`src/rtl/ps_pkg.sv`:
```
// Shared definitions for the program-sequencer PC stack: sticky bit positions
// and the PS register-file addresses that expose the stack to software.
package ps_pkg;

    localparam int unsigned STK_EMPTY = 0;
    localparam int unsigned STK_FULL  = 1;
    localparam int unsigned STK_OVF   = 2;
    localparam int unsigned STK_UNF   = 3;

    localparam logic [4:0] PCSTCK = 5'b00100;
    localparam logic [4:0] PCSTKP = 5'b00101;
    localparam logic [4:0] STCKY  = 5'b11110;

endpackage

```
`src/rtl/ps_stck_ram.sv`:
```
// DEPTH x AW register array for the PC stack: one synchronous write port,
// one asynchronous read port, no reset on the storage.
module ps_stck_ram #(
    parameter int AW    = 16,
    parameter int DEPTH = 4,
    parameter int IW    = $clog2(DEPTH)
) (
    input  logic          i_clk,
    input  logic          i_we,
    input  logic [IW-1:0] i_waddr,
    input  logic [AW-1:0] i_wdata,
    input  logic [IW-1:0] i_raddr,
    output logic [AW-1:0] o_rdata
);

    logic [AW-1:0] r_mem [DEPTH];

    always_ff @(posedge i_clk) begin
        if (i_we) begin
            r_mem[i_waddr] <= i_wdata;
        end
    end

    assign o_rdata = r_mem[i_raddr];

endmodule

```
`src/rtl/ps_pcstck_ctrl.sv`:
```
// Program-sequencer PC stack: call/return and explicit push/pop, ureg
// top-of-stack write, sticky overflow/underflow and fetch halt.
module ps_pcstck_ctrl
    import ps_pkg::*;
#(
    parameter  int AW    = 16,
    parameter  int DEPTH = 4,
    localparam int PTRW  = $clog2(DEPTH) + 1
) (
    input  logic            clk_rf,
    input  logic            rst,
    input  logic            ps_call,
    input  logic [AW-1:0]   ps_call_add,
    input  logic            ps_pshstck,
    input  logic [AW-1:0]   ps_psh_dt,
    input  logic            ps_rtrn,
    input  logic            ps_popstck,
    input  logic            ps_tos_wen,
    input  logic [AW-1:0]   ps_tos_wdt,
    input  logic            ps_clr_stcky,
    output logic [AW-1:0]   ps_tos,
    output logic [PTRW-1:0] ps_pcstck_pntr,
    output logic [3:0]      ps_stcky,
    output logic            ps_stck_err,
    output logic            ps_halt
);

    localparam int IW = $clog2(DEPTH);

    logic [PTRW-1:0] r_pntr;
    logic            r_ovf;
    logic            r_unf;
    logic            r_err;

    logic            w_psh;
    logic            w_pop;
    logic [AW-1:0]   w_data;
    logic            w_empty;
    logic            w_full;
    logic [PTRW-1:0] w_top_idx;
    logic [IW-1:0]   w_rd_idx;
    logic [AW-1:0]   w_rd_data;
    logic            w_we;
    logic [IW-1:0]   w_waddr;
    logic [AW-1:0]   w_wdata;
    logic [PTRW-1:0] w_nxt_pntr;
    logic            w_set_ovf;
    logic            w_set_unf;
    logic            w_err;

    assign w_psh     = ps_call | ps_pshstck;
    assign w_pop     = ps_rtrn | ps_popstck;
    assign w_data    = ps_call ? ps_call_add : ps_psh_dt;
    assign w_empty   = (r_pntr == '0);
    assign w_full    = (r_pntr == PTRW'(DEPTH));
    assign w_top_idx = r_pntr - PTRW'(1);
    // Empty stack reads slot 0 so the index stays in range for any DEPTH.
    assign w_rd_idx  = w_empty ? '0 : w_top_idx[IW-1:0];

    always_comb begin
        w_we       = 1'b0;
        w_waddr    = w_top_idx[IW-1:0];
        w_wdata    = w_data;
        w_nxt_pntr = r_pntr;
        w_set_ovf  = 1'b0;
        w_set_unf  = 1'b0;
        w_err      = 1'b0;
        if (w_psh && !w_pop) begin
            if (w_full) begin
                w_set_ovf = 1'b1;
                w_err     = 1'b1;
            end else begin
                w_we       = 1'b1;
                w_waddr    = r_pntr[IW-1:0];
                w_nxt_pntr = r_pntr + PTRW'(1);
            end
        end else if (w_pop && !w_psh) begin
            if (w_empty) begin
                w_set_unf = 1'b1;
                w_err     = 1'b1;
            end else begin
                w_nxt_pntr = w_top_idx;
            end
        end else if (w_psh && w_pop) begin
            // Simultaneous push/pop replaces the top; on an empty stack it is a plain push.
            w_we = 1'b1;
            if (w_empty) begin
                w_waddr    = r_pntr[IW-1:0];
                w_nxt_pntr = r_pntr + PTRW'(1);
            end
        end else if (ps_tos_wen) begin
            if (w_empty) begin
                w_err = 1'b1;
            end else begin
                w_we    = 1'b1;
                w_wdata = ps_tos_wdt;
            end
        end
    end

    always_ff @(posedge clk_rf) begin
        if (rst) begin
            r_pntr <= '0;
            r_ovf  <= 1'b0;
            r_unf  <= 1'b0;
            r_err  <= 1'b0;
        end else begin
            r_pntr <= w_nxt_pntr;
            r_ovf  <= w_set_ovf | (r_ovf & ~ps_clr_stcky);
            r_unf  <= w_set_unf | (r_unf & ~ps_clr_stcky);
            r_err  <= w_err;
        end
    end

    ps_stck_ram #(
        .AW    (AW),
        .DEPTH (DEPTH),
        .IW    (IW)
    ) u_ram (
        .i_clk   (clk_rf),
        .i_we    (w_we & ~rst),
        .i_waddr (w_waddr),
        .i_wdata (w_wdata),
        .i_raddr (w_rd_idx),
        .o_rdata (w_rd_data)
    );

    always_comb begin
        ps_stcky            = '0;
        ps_stcky[STK_EMPTY] = w_empty;
        ps_stcky[STK_FULL]  = w_full;
        ps_stcky[STK_OVF]   = r_ovf;
        ps_stcky[STK_UNF]   = r_unf;
    end

    assign ps_tos         = w_empty ? '0 : w_rd_data;
    assign ps_pcstck_pntr = r_pntr;
    assign ps_stck_err    = r_err;
    assign ps_halt        = r_ovf;

endmodule

```
`config.mk`:
```
export PLATFORM = sky130hd
export DESIGN_NAME = ps_pcstck_ctrl
export DESIGN_NICKNAME = d
export VERILOG_FILES = /design/src/rtl/ps_pkg.sv /design/src/rtl/ps_stck_ram.sv /design/src/rtl/ps_pcstck_ctrl.sv
export SDC_FILE = /design/constraint.sdc
export NUM_CORES = 1
export LEC_CHECK = 0
export BUFFER_PORTS_ARGS = -buffer_cell sky130_fd_sc_hd__buf_2
export CORE_AREA = 5 5 94 96
export CTS_BUF_LIST = sky130_fd_sc_hd__clkbuf_4
export DETAILED_ROUTE_END_ITERATION = 6
export DIE_AREA = 0 0 99 101
export PLACE_DENSITY = 0.65
export SLEW_MARGIN = 20
export SYNTH_ARGS = -nofsm -noshare
export SYNTH_HDL_FRONTEND = slang
export SYNTH_SLANG_ARGS = --single-unit
```
`constraint.sdc`:
```
create_clock -name clk_rf -period 10.7 [get_ports clk_rf]
set_input_delay 0.535 -clock clk_rf [delete_from_list [all_inputs] [get_ports clk_rf]]
set_output_delay 0.535 -clock clk_rf [all_outputs]
set_load 0.02 [all_outputs]
```
==> results of run 1 <==
==> cell usage in the layout, fill, tap and decap left out, types with 6 or more instances in the layout <==
cell      netlist  final
nand3_1         6      6
a21oi_1        22     22
mux2i_1        18     18
mux4_2         16     16
clkbuf_4        0     10
dfxtp_1         6      6
and2_1         16     16
nor2_1         25     25
buf_4           4      6
edfxtp_1       64     64
inv_1           6      6
buf_2           7     80
==> per-layer routing <==
metal	wire length [µm]	GRT usage
met5	0	0
met4	89	0.0336
met3	576	0.0567
met2	3280	0.233
met1	2720	0.173
==> final cells by class <==
class	instances	area, µm²
Multi-Input combinational cell	136	1150
Sequential cell	70	2040
Inverter	6	22.5
Tap cell	105	131
Fill cell	702	4020
Clock inverter	6	86.3
Clock buffer	10	75.1
Timing Repair Buffer	86	445
==> worst reg2reg max path: stages, from the launching register on <==
cell and delay, ns:
dfxtp_1 0.38, inv_1 0.14, ha_1 0.34, nand2b_1 0.47, ha_1 0.48, o21ai_0 0.08
a21oi_1 0.19, a21oi_1 0.10, nor3_2 0.52, buf_4 0.31
==> cells by family (layout without fill, tap and decap cells) <==
kind of cell             count (synthesis)  after routing  share of synthesized area
XOR/XNOR                                 1              1                    0.00265
AO/OA/AOI/OAI                           33             33                     0.0564
AND/OR/NAND/NOR                         62             62                     0.0962
adder cells (fa/ha/maj)                  4              4                     0.0151
flip-flops                              70             70                      0.618
buffers and inverters                   26            108                     0.0413
multiplexers                            36             36                      0.170
==> power breakdown <==
part | switching (µW) | internal [µW]
combinational | 315 | 233
clock | 87.8 | 97.0
sequential | 18.4 | 372
total | 421 | 702
==> registers in the layout (all words and copies together), names as in the netlist <==
name / flops
ps_halt: 1
ps_stck_err: 1
ps_pcstck_pntr: 3
r_unf: 1
u_ram.r_mem: 64
==> metrics by stage <==
stage                     total power [µW]   util  setup WS [ns]  area [µm²]
after floorplan                        794      -           6.99        3300
after global placement                 951  0.475           7.28        3790
after global routing                  1200  0.496           6.48        3950
after detailed placement               957  0.475           7.18        3790
after CTS                             1140  0.496           6.71        3950
final                                 1120  0.496           6.83        3950
==> worst max-delay path by stage <==
stage,end,slack [ns],cells past startpoint
after floorplan,u_ram.r_mem[1][0],6.99,11
after global placement,ps_tos[6],7.28,8
after detailed placement,ps_tos[3],7.18,8
after CTS,ps_tos[3],6.71,8
after global routing,ps_tos[14],6.48,8
final,ps_tos[3],6.83,8
==> flow_metrics.env, run 1 <==
export IMPL_timing_final_max_slew_violations=0
export IMPL_ys_ff_latch=70
export IMPL_grt_pass1_vias=2192
export IMPL_vias=2101
export IMPL_synth_edf_count=64
export IMPL_cpPeakStageDelay_ns=0.56
export IMPL_hold_ws_ns=0.419
export IMPL_cts_resized=0
export IMPL_worstSetupPathType="flip-flop to output port"
export IMPL_startpoint="ps_pcstck_pntr[0]"
export IMPL_critPathLaunchType="flip-flop"
export IMPL_yosysSeqAreaShare=0.618
export IMPL_antenna_found_initial=0
export IMPL_crit_required_ns=10.17
export IMPL_first_iter_violations=90
export IMPL_cts_sinks=70
export IMPL_synth_cell_type_count=33
export IMPL_cap_violations=0
export IMPL_synth_commonest_cells="64 x edfxtp_1, 25 x nor2_1, 22 x a21oi_1"
export IMPL_cts_tree="built"
export IMPL_worst_pin_slew_ns=0.854
export IMPL_fin_skew_ns=0.0147
export IMPL_cts_hold_buf=0
export IMPL_drcViolationCount=0
export IMPL_crit_chain="inv_1 -> ha_1 -> nand2b_1 -> ha_1 -> buf_4 -> mux4_2 -> and2_1 -> buf_2"
export IMPL_die_w_um=99
export IMPL_initial_core_util=0.415
export IMPL_synth_most_common_cell="edfxtp_1"
export IMPL_rows=33
export IMPL_rr_worst_depth=9
export IMPL_hold_viol=0
export IMPL_min_from="rst"
export IMPL_end_kind="output port"
export IMPL_min_path_type="primary input to flip-flop"
export IMPL_fp_coreArea_um2=7970
export IMPL_arrival_ns=3.34
export IMPL_yosysTopAreaCell="edfxtp_1"
export IMPL_io_pin_count=81
export IMPL_fp_dieH_um=101
export IMPL_status="complete, no violations"
export IMPL_ys_warn_count=0
export IMPL_synth_avg_cell_area_um2=14.2
export IMPL_p_per_area_nw_per_um2=284
export IMPL_grt_pass1_wl_mm=10.8
export IMPL_gp_congestion=0.843
export IMPL_p_leak_uw=0.00155
export IMPL_via_per_inst=5.01
export IMPL_clockRootBuffer="clkbuf_4"
export IMPL_numPortBuffers=80
export IMPL_crit_top_cell="ha_1"
export IMPL_r2r_end="u_ram.r_mem[2][14]"
export IMPL_routedWlPerCell_um=15.9
export IMPL_synthArstFlopShare=0
export IMPL_ant_nets=0
export IMPL_clk_latency_ns=0.40
export IMPL_worstReg2RegStart="ps_pcstck_pntr[0]"
export IMPL_path_buf_inv=3
export IMPL_cp_slowest_cell="nand2b_1"
export IMPL_synth_ff_type="edfxtp_1"
export IMPL_critPathMaxFanout=20
export IMPL_cts_buffers=9
export IMPL_routed_wl_mm=6.66
export IMPL_period_needed_ns=3.87
export IMPL_max_freq_ghz=0.258
export IMPL_setup_tns_ns=0
export IMPL_min_to="ps_halt"
export IMPL_synthCells=232
export IMPL_syn_to_final_growth_pct=19.5
export IMPL_dieArea_um2=10000
export IMPL_dp_cells=403
export IMPL_layout_nets=369
export IMPL_relSlewSlack=0.431
export IMPL_period_share=0.362
export IMPL_post_cts_setup_buffers=0
export IMPL_grt_ovfl_total=0
export IMPL_grt_use_total=0.141
export IMPL_clockBufferDepth=2
export IMPL_hold_path_depth=2
export IMPL_synth_top_area_share=0.582
export IMPL_drt_pass1_iterations=4
export IMPL_n_antenna_cell=0
export IMPL_reg2reg_slack_ns=7.38
export IMPL_fin_cells=419
export IMPL_cts_htree_levels=3
export IMPL_max_vdd_ir_drop_v=0.000124
export IMPL_grt_max_degree=33
export IMPL_synthesis_area_um2=3300
export IMPL_crit_family="simple AND/OR/NAND/NOR gates"
export IMPL_syn_num_nets=292
export IMPL_clkTransAtPathRegs_ns=0.11
export IMPL_drive_above_1_share=0.404
export IMPL_synthTopCellsByArea="edfxtp_1 58%, mux4_2 11%, mux2i_1 5.5%"
export IMPL_hpwl_mm=4.52
export IMPL_setup_viol=0
export IMPL_rsz0062_at_grt="false"
Note: power is estimated with default switching activity, not from simulation.
==> run 2, diff against run 1 <==
--- a/config.mk
+++ b/config.mk
@@ -5,12 +5,13 @@
 export SDC_FILE = /design/constraint.sdc
 export NUM_CORES = 1
 export LEC_CHECK = 0
+export ABC_AREA = 1
 export BUFFER_PORTS_ARGS = -buffer_cell sky130_fd_sc_hd__buf_2
-export CORE_AREA = 5 5 94 96
+export CORE_AREA = 5 5 96 98
 export CTS_BUF_LIST = sky130_fd_sc_hd__clkbuf_4
 export DETAILED_ROUTE_END_ITERATION = 6
-export DIE_AREA = 0 0 99 101
-export PLACE_DENSITY = 0.65
+export DIE_AREA = 0 0 101 103
+export PLACE_DENSITY = 0.68
 export SLEW_MARGIN = 20
 export SYNTH_ARGS = -nofsm -noshare
 export SYNTH_HDL_FRONTEND = slang
==> constraint.sdc (replaced) <==
create_clock -name clk_rf -period 3.33 [get_ports clk_rf]
set_input_delay 0.1665 -clock clk_rf [delete_from_list [all_inputs] [get_ports clk_rf]]
set_output_delay 0.1665 -clock clk_rf [all_outputs]
set_load 0.02 [all_outputs]
==> run 2 against run 1 <==
  * Non-clock buffer count rose by 3
  * Sequential power rose to 3.1 times the previous value
  * First-iteration DRC count rose by 87%
  * Combinational power rose to 3.0 times the previous value
  * Worst hold slack got worse by 0.28 ns
  * Synthesized cell count rose by 48%
  * Largest cell class unchanged
  * Largest power group unchanged
==> flow_metrics.env, run 2 <==
export IMPL_initial_core_util=0.415
export IMPL_fp_coreArea_um2=8380
export IMPL_die_w_um=101
export IMPL_rsz0062_at_grt="false"
export IMPL_post_cts_setup_buffers=0
export IMPL_finish_instance_area_um2=4080
export IMPL_setup_viol=0
export IMPL_antenna_found_initial=0
export IMPL_yosysTopAreaCell="edfxtp_1"
export IMPL_syn_to_final_growth_pct=17.2
export IMPL_first_iter_violations=168
export IMPL_wl_met2_mm=3.73
export IMPL_crit_family="buffers and inverters"
export IMPL_synth_most_common_cell="nand2_1"
export IMPL_timing_final_max_slew_violations=0
export IMPL_clockRootBuffer="clkbuf_4"
export IMPL_synthCells=344
export IMPL_relSlewSlack=0.576
export IMPL_ant_nets=0
export IMPL_cpPeakStageDelay_ns=0.46
export IMPL_drive_above_1_share=0.297
export IMPL_arrival_ns=2.67
export IMPL_clockBufferDepth=2
export IMPL_synth_ff_type="edfxtp_1"
export IMPL_critPathMaxFanout=16
export IMPL_synth_cell_type_count=29
export IMPL_syn_num_nets=404
export IMPL_top_layer_used="met4"
export IMPL_cts_hold_buf=2
export IMPL_numPortBuffers=80
export IMPL_fillers=766
export IMPL_clkTransAtPathRegs_ns=0.12
export IMPL_via_per_inst=4.91
export IMPL_path_buf_inv=3
export IMPL_n_antenna_cell=0
export IMPL_synth_avg_cell_area_um2=10.1
export IMPL_clk_latency_ns=0.41
export IMPL_cts_sinks=70
export IMPL_period_needed_ns=2.84
export IMPL_cts_buffers=9
export IMPL_p_leak_uw=0.00178
export IMPL_grt_use_total=0.159
export IMPL_routedWlPerCell_um=14.6
export IMPL_hold_viol=0
export IMPL_end_kind="output port"
export IMPL_cap_violations=0
export IMPL_worst_pin_slew_ns=0.635
export IMPL_routed_wl_mm=7.89
export IMPL_fin_skew_ns=0.0134
export IMPL_fp_dieH_um=103
export IMPL_dieArea_um2=10400
export IMPL_drcViolationCount=0
export IMPL_gp_congestion=0.773
export IMPL_p_per_area_nw_per_um2=813
export IMPL_synth_commonest_cells="126 x nand2_1, 64 x edfxtp_1, 25 x nor2_1"
export IMPL_mostFrequentLayoutCell="nand2_1"
export IMPL_cp_slowest_cell="inv_1"
export IMPL_max_freq_ghz=0.352
export IMPL_layout_common_cells="126 x nand2_1, 80 x buf_2, 64 x edfxtp_1"
export IMPL_yosysSeqAreaShare=0.587
export IMPL_period_share=0.852
export IMPL_crit_top_cell="nand2_1"
export IMPL_cp_depth=10
export IMPL_layout_nets=486
export IMPL_grt_pass1_vias=2598
export IMPL_placed_area_um2=3950
export IMPL_rows=34
export IMPL_hpwl_mm=5.56
export IMPL_fin_util=0.487
export IMPL_io_pin_count=81
export IMPL_setup_tns_ns=0
export IMPL_synthTopCellsByArea="edfxtp_1 55%, nand2_1 14%, mux2i_1 4.6%"
export IMPL_grt_pass1_wl_mm=12.6
export IMPL_grt_max_degree=33
export IMPL_synthesis_area_um2=3480
export IMPL_drt_pass1_iterations=4
export IMPL_cts_resized=0
export IMPL_cts_htree_levels=3
export IMPL_largest_reg_flops=64
export IMPL_hold_path_depth=4
export IMPL_cts_tree="built"
export IMPL_status="complete, no violations"
export IMPL_grt_ovfl_total=0
export IMPL_worstSetupPathType="flip-flop to output port"
export IMPL_critPathLaunchType="flip-flop"
export IMPL_synthArstFlopShare=0
export IMPL_min_path_type="primary input to flip-flop"
export IMPL_synth_edf_count=64
export IMPL_crit_required_ns=3.16
export IMPL_max_vdd_ir_drop_v=0.000402
export IMPL_crit_chain="inv_1 -> ha_1 -> nand2_4 -> ha_1 -> inv_1 -> nand2_1 -> nand2_1 -> nand2_1 -> o21ai_0 -> buf_2"
export IMPL_routedLengthMet1_mm=3.48
export IMPL_rr_worst_depth=9
export IMPL_vias=2649
export IMPL_synth_top_area_share=0.552
export IMPL_ys_ff_latch=70
export IMPL_wl_met3_um=550
export IMPL_top_register="u_ram.r_mem"
export IMPL_ys_warn_count=0
-- run 2: changes by cell type after synthesis, moves of 3 or more --
cell,before,now
a31oi_1,1,16
nor3_1,6,0
nand2_2,0,6
o21ai_0,4,17
nand2_1,1,126
clkbuf_1,5,2
inv_2,0,4
and2_1,16,0
a21oi_1,22,4
mux4_2,16,0
inv_1,6,12
-- run 2: final cells by class --
type,count,area (µm²),share of cell area
Multi-Input combinational cell,238,1250,0.306
Clock inverter,7,41.3,0.0101
Sequential cell,70,2040,0.500
Tap cell,108,135,0.0331
Timing Repair Buffer,89,473,0.116
Clock buffer,9,67.6,0.0166
Inverter,18,72.6,0.0178
-- run 2: cells by family (layout without fill, tap and decap cells) --
family          Yosys count  after routing  synth area share
compound gates           41             41            0.0687
xor+xnor                  2              2           0.00503
fa+ha+maj                 4              4            0.0144
buf+inv                  36            123            0.0557
flops                    70             70             0.587
mux                      16             16            0.0460
simple gates            175            175             0.224
-- run 2: report_power, final --
group | total [µW] | switching (µW) | internal, µW | leakage [µW]
sequential | 1220 | 61.3 | 1160 | 0.000635
combinational | 1650 | 1120 | 529 | 0.00109
clock | 444 | 298 | 147 | 0.0000568
-- run 2: stage by stage --
stage / power, µW / worst slack, ns / std cells / hold slack (ns)
2_1_floorplan: 2420 / 0.690 / 344 / 0.229
3_5_place_dp: 2910 / 0.883 / 521 / 0.405
6_report: 3320 / 0.491 / 539 / 0.135
4_1_cts: 3350 / 0.463 / 539 / 0.118
3_3_place_gp: 2890 / 0.984 / 521 / 0.398
5_1_grt: 3560 / 0.253 / 539 / 0.141
-- run 2: tightest hold or removal path, stage by stage --
cell,delay [ns]
buf_2,0.11
nor2_4,0.06
nand3_2,0.10
a21oi_1,0.07
-- run 2: path summary, 6_finish.rpt --
| kind | from | end | slack (ns) |
|---|---|---|---|
| worst max-delay path | ps_pcstck_pntr[0] | ps_tos[1] | 0.49 |
| worst min-delay path | ps_popstck | ps_halt | 0.14 |
| worst max register to register | ps_pcstck_pntr[0] | u_ram.r_mem[1][11] | 0.85 |
| worst min register to register | r_unf | r_unf | 0.48 |
-- run 2: per-layer routing --
layer	global-route usage	up-vias
met5	0	-
met4	0.0603	0
met3	0.0399	9
met2	0.265	83
met1	0.202	1229
li1	-	1328
